===== src/rtl/crc_5bit_gen.sv =====
// rtl/crc_5bit_gen.sv - USB token CRC5 serializer
//
// Loads a DATA_BITS-wide payload and shifts it out LSB first, one bit per
// shift_en strobe. The CRC5 (x^5+x^2+1, preset 5'h1F) is accumulated on the
// fly and its inverted remainder follows, MSB first. done pulses for one clk
// after the last CRC bit.
//
// Optional feature macro: CRC5_GEN_BITSTUFF_EN (inserts a 0 after six
// consecutive transmitted 1s; stuffed bits do not touch counter or CRC).
//
// Ports:
//   clk        in   system clock
//   n_rst      in   asynchronous active-low reset
//   clear      in   synchronous abort to IDLE, CRC preset, no done pulse
//   load       in   capture data_in and start a packet (IDLE only)
//   data_in    in   payload, bit 0 transmitted first
//   shift_en   in   bit-period strobe, advances one bit
//   serial_out out  current line bit (1 when idle)
//   busy       out  high in DATA and CRC
//   done       out  one-cycle pulse after the last CRC bit
module crc_5bit_gen #(
  parameter int DATA_BITS = 11
) (
  input  logic                 clk,
  input  logic                 n_rst,
  input  logic                 clear,
  input  logic                 load,
  input  logic [DATA_BITS-1:0] data_in,
  input  logic                 shift_en,
  output logic                 serial_out,
  output logic                 busy,
  output logic                 done
);

  // Counter must hold DATA_BITS-1 and the CRC count up to 5.
  localparam int CW = ($clog2(DATA_BITS + 1) < 3) ? 3 : $clog2(DATA_BITS + 1);
  localparam logic [CW-1:0] LAST_DATA = CW'(DATA_BITS - 1);
  localparam logic [CW-1:0] LAST_CRC  = CW'(4);
  localparam logic [CW-1:0] CRC_SENT  = CW'(5);

  typedef enum logic [1:0] {IDLE, DATA, CRC, DONE} state_t;

  state_t               state, state_nx;
  logic [4:0]           crc, crc_nx;
  logic [DATA_BITS-1:0] sreg, sreg_nx;
  logic [CW-1:0]        cnt, cnt_nx;
  logic                 stuff;        // a stuffed 0 is on the line now
  logic                 stuff_after;  // the CRC bit now on the line will trigger a stuff

`ifdef CRC5_GEN_BITSTUFF_EN
  logic [2:0] run, run_nx;
  logic       line_bit;

  assign stuff       = (run == 3'd6);
  assign stuff_after = ~crc[4] && (run == 3'd5);
  assign line_bit    = (state == DATA) ? sreg[0] : ~crc[4];

  always_comb begin
    run_nx = run;
    if (state == IDLE && load) begin
      run_nx = 3'd0;
    end else if ((state == DATA || state == CRC) && shift_en) begin
      run_nx = (stuff || !line_bit) ? 3'd0 : run + 3'd1;
    end
    if (clear) run_nx = 3'd0;
  end

  always_ff @(posedge clk or negedge n_rst) begin
    if (!n_rst) run <= 3'd0;
    else        run <= run_nx;
  end
`else
  assign stuff       = 1'b0;
  assign stuff_after = 1'b0;
`endif

  always_comb begin
    state_nx   = state;
    crc_nx     = crc;
    sreg_nx    = sreg;
    cnt_nx     = cnt;
    serial_out = 1'b1;
    case (state)
      IDLE: begin
        if (load) begin
          sreg_nx  = data_in;
          crc_nx   = 5'h1F;
          cnt_nx   = '0;
          state_nx = DATA;
        end
      end
      DATA: begin
        serial_out = stuff ? 1'b0 : sreg[0];
        if (shift_en && !stuff) begin
          crc_nx  = {crc[3:0], 1'b0} ^ ((crc[4] ^ sreg[0]) ? 5'b00101 : 5'b00000);
          sreg_nx = sreg >> 1;
          if (cnt == LAST_DATA) begin
            cnt_nx   = '0;
            state_nx = CRC;
          end else begin
            cnt_nx = cnt + 1'b1;
          end
        end
      end
      CRC: begin
        serial_out = stuff ? 1'b0 : ~crc[4];
        if (shift_en) begin
          if (stuff) begin
            // Trailing stuff after the final CRC bit closes the packet.
            if (cnt == CRC_SENT) state_nx = DONE;
          end else begin
            crc_nx = {crc[3:0], 1'b0};
            cnt_nx = cnt + 1'b1;
            if (cnt == LAST_CRC && !stuff_after) state_nx = DONE;
          end
        end
      end
      DONE: begin
        state_nx = IDLE;
      end
      default: state_nx = IDLE;
    endcase
    if (clear) begin
      state_nx = IDLE;
      crc_nx   = 5'h1F;
      cnt_nx   = '0;
    end
  end

  always_ff @(posedge clk or negedge n_rst) begin
    if (!n_rst) begin
      state <= IDLE;
      crc   <= 5'h1F;
      sreg  <= '0;
      cnt   <= '0;
    end else begin
      state <= state_nx;
      crc   <= crc_nx;
      sreg  <= sreg_nx;
      cnt   <= cnt_nx;
    end
  end

  assign busy = (state == DATA) || (state == CRC);
  assign done = (state == DONE);

endmodule


===== config.mk =====
export PLATFORM = sky130hd
export DESIGN_NAME = crc_5bit_gen
export DESIGN_NICKNAME = d
export VERILOG_FILES = /design/src/rtl/crc_5bit_gen.sv
export SDC_FILE = /design/constraint.sdc
export NUM_CORES = 1
export LEC_CHECK = 0
export CAP_MARGIN = 0
export CORE_UTILIZATION = 44
export DETAILED_ROUTE_END_ITERATION = 8
export GPL_TIMING_DRIVEN = 0
export PLACE_DENSITY = 0.67
export SLEW_MARGIN = 20
export SYNTH_ARGS = -nofsm -noshare
export SYNTH_HDL_FRONTEND = slang
export SYNTH_SLANG_ARGS = --single-unit

===== constraint.sdc =====
create_clock -name clk -period 2.8 [get_ports clk]
set_clock_uncertainty 0.15 [all_clocks]
set_input_delay 0.42 -clock clk [delete_from_list [all_inputs] [get_ports clk]]
set_output_delay 0.42 -clock clk [all_outputs]
set_load 0.005 [all_outputs]

==> run metrics <==
Slew HR=0.6737; Hold Vio Cnt, Final=0; fmax=383.6 MHz; Num CTS Buffers=3; core footprint=2567 µm²; cells after synthesis=124; Synth area leaders=dfrtp_1, dfstp_2, mux2i_1; Routed Antenna Nets=0; drt total wl=2412 µm; clock buffer depth=2; GRT Util Overall=0.1777; Die Height=55.06 µm; number of remaining DRC errors=0; clk root buf=clkbuf_4; vias per std cell=5.426; gr ovfl total=0; Initial DRC Count=15; Port-buffer cells=18; Routability Congestion=0.8259; Seq pwr share=0.356; Internal=946.4 µW; share of cells above drive strength 1=0.1164; synth warn=0; P per Cell Area=1012 nW/µm²; vias in the first global route=873; Worst Tran Pin Value=0.4894 ns; WL met3=69 µm; Setup CP Type=reg2out; switching part of the total=0.3805; DRT Pass-1 Iters=4; top-area cell type share of the netlist area=0.3434; Async SR Flop Fraction=1.000; Netlist cell types=35; wire length per cell=13.70 µm; clock power share=0.166; Cell Count, Final, Fillers Out=176; initial antenna violation count=0; R2R depth=7; Cells after DPL=172; I/O pin total=19; status=complete, no violations; Lkg Pwr=0.0006100 µW; die width=55.06 µm; CTS tree=built; die area=3032 µm²; Max Cap Violations=0; global-route wire length before repair=3753 µm; Rows=18; WL met2=1217 µm; critical path capture point type=primary output; Post-DP HPWL=1781 µm; final slew viol count=0; Worst Path Max Fanout=8; Initial Util=0.4825; Min-Delay Path Class=reg2reg; Clock Latency Late Sink=0.32 ns; worst hold stages=2; switching power=581.3 µW; Avg Cell Area, Syn=9.989 µm²; crit share post-route=0.9310; Final min period=2.607 ns; post-synthesis register bit count=22; via count=955; pin count of the biggest net entering global routing=23; Net Count, Synth=147; Comb power frac=0.478; Antenna Diode Count=0; clk sinks=22; top sig layer=met4; Layout Nets=170; top_reg_cell synth=dfrtp_1; synthesis-to-finish area growth=21.82%; CTS H-tree depth=1; Critical Path Start Type=flip-flop; Worst EP arrival=2.04 ns; Met1 Wirelength=1082 µm; setup bufs post-CTS=0; Cell Area, Synth=1239 µm²; TNS Setup=0 ns; final setup fails=0; Required @ worst endpoint=2.23 ns; Synth area leader=dfrtp_1; Synth top cells by count=a21oi_1, nor2_1, dfrtp_1; RSZ-0062 raised after global routing=false; Max rail drop VDD=563.8 µV; CTS clock-pin slew for the worst setup and hold paths=0.14 ns; Post-synth EDFFs=0; register area share after synthesis=0.4495; Min Hold Slack=0.3770 ns
==> kinds of logic (layout without fill, tap and decap cells) <==
kind of cell,after synthesis,count (layout),synth area share
AO/OA/AOI/OAI,32,32,0.1677
multiplexers,11,11,0.08889
buffers and inverters,10,32,0.04141
AND/OR/NAND/NOR,39,39,0.1606
flip-flops,22,22,0.4495
XOR/XNOR,3,3,0.02122
adder cells (fa/ha/maj),7,7,0.07070
==> power by group through the flow <==
stage	combinational, µW	clock [µW]	sequential [µW]
5_1_grt	813	272	558
3_3_place_gp	719	0	544
6_report	731	253	544
3_5_place_dp	744	0	550
4_1_cts	738	260	543
2_1_floorplan	552	0	530
==> worst paths after layout <==
check | startpoint | endpoint | slack, ns
setup / recovery | state[0] | serial_out | 0.19
hold / removal | crc[3] | crc[3] | 0.38
setup reg to reg | state[1] | cnt[3] | 0.72
hold reg to reg | crc[3] | crc[3] | 0.38
max in group asynchronous | n_rst | crc[3] | 1.72
min in group asynchronous | n_rst | state[0] | 0.43
==> through the flow <==
step | cell area (µm²) | utilization | total power, µW | setup slack (ns)
2_1_floorplan | 1239 | - | 1082 | 0.9865
3_3_place_gp | 1456 | 0.5673 | 1262 | 0.4008
3_5_place_dp | 1456 | 0.5673 | 1294 | 0.3471
4_1_cts | 1504 | 0.5858 | 1541 | 0.1767
5_1_grt | 1509 | 0.5877 | 1642 | 0.05164
6_report | 1509 | 0.5877 | 1528 | 0.1933
==> cell usage in the layout, fill, tap and decap left out, types with 2 or more instances in the layout <==
cell             netlist  layout
clkdlybuf4s50_1        0      17
nand2b_1               5       5
buf_2                  2       2
clkbuf_4               0       3
o21ai_0                2       2
dfrtp_1               17      17
dfstp_2                5       5
nand2_1                4       4
o21ai_1                2       2
a21oi_1               18      18
inv_1                  5       5
xnor2_1                3       3
nand3_1                4       4
nor2_1                18      18
ha_1                   7       7
mux2i_1               11      11
==> layout make-up <==
class	count	area, µm²
clock inverter	1	30.03
clock buffer	3	22.52
tap	30	37.54
buffer	4	27.53
sequential	22	556.8
fill	250	1059
multi-input combinational	92	630.6
inverter	5	18.77
timing repair buffer	19	185.2
==> registers in the layout, indices dropped and copies added, names as in the netlist <==
register / flops
sreg: 11
state: 2
crc: 5
cnt: 4
==> worst max-delay path, stage by stage, from the launching register on <==
cell	delay, ns
dfrtp_1	0.43
inv_1	0.13
ha_1	0.32
or2b_1	0.26
nand3_1	0.08
clkdlybuf4s50_1	0.50
==> repair_timing <==
| action | 4_1_cts | 5_1_grt |
|---|---|---|
| hold buffers | 0 | 1 |
| setup endpoints to repair | 1 | 0 |
| hold endpoints to repair | 0 | 17 |
| gates resized for setup | 0 | 0 |
==> metal layers <==
layer | vias to the layer above | track usage
met4 | 0 | 0.1083
met5 | - | 0
li1 | 476 | -
met2 | 15 | 0.3052
met1 | 459 | 0.2078
met3 | 5 | 0.02459
(Power assumes the default switching activity.)
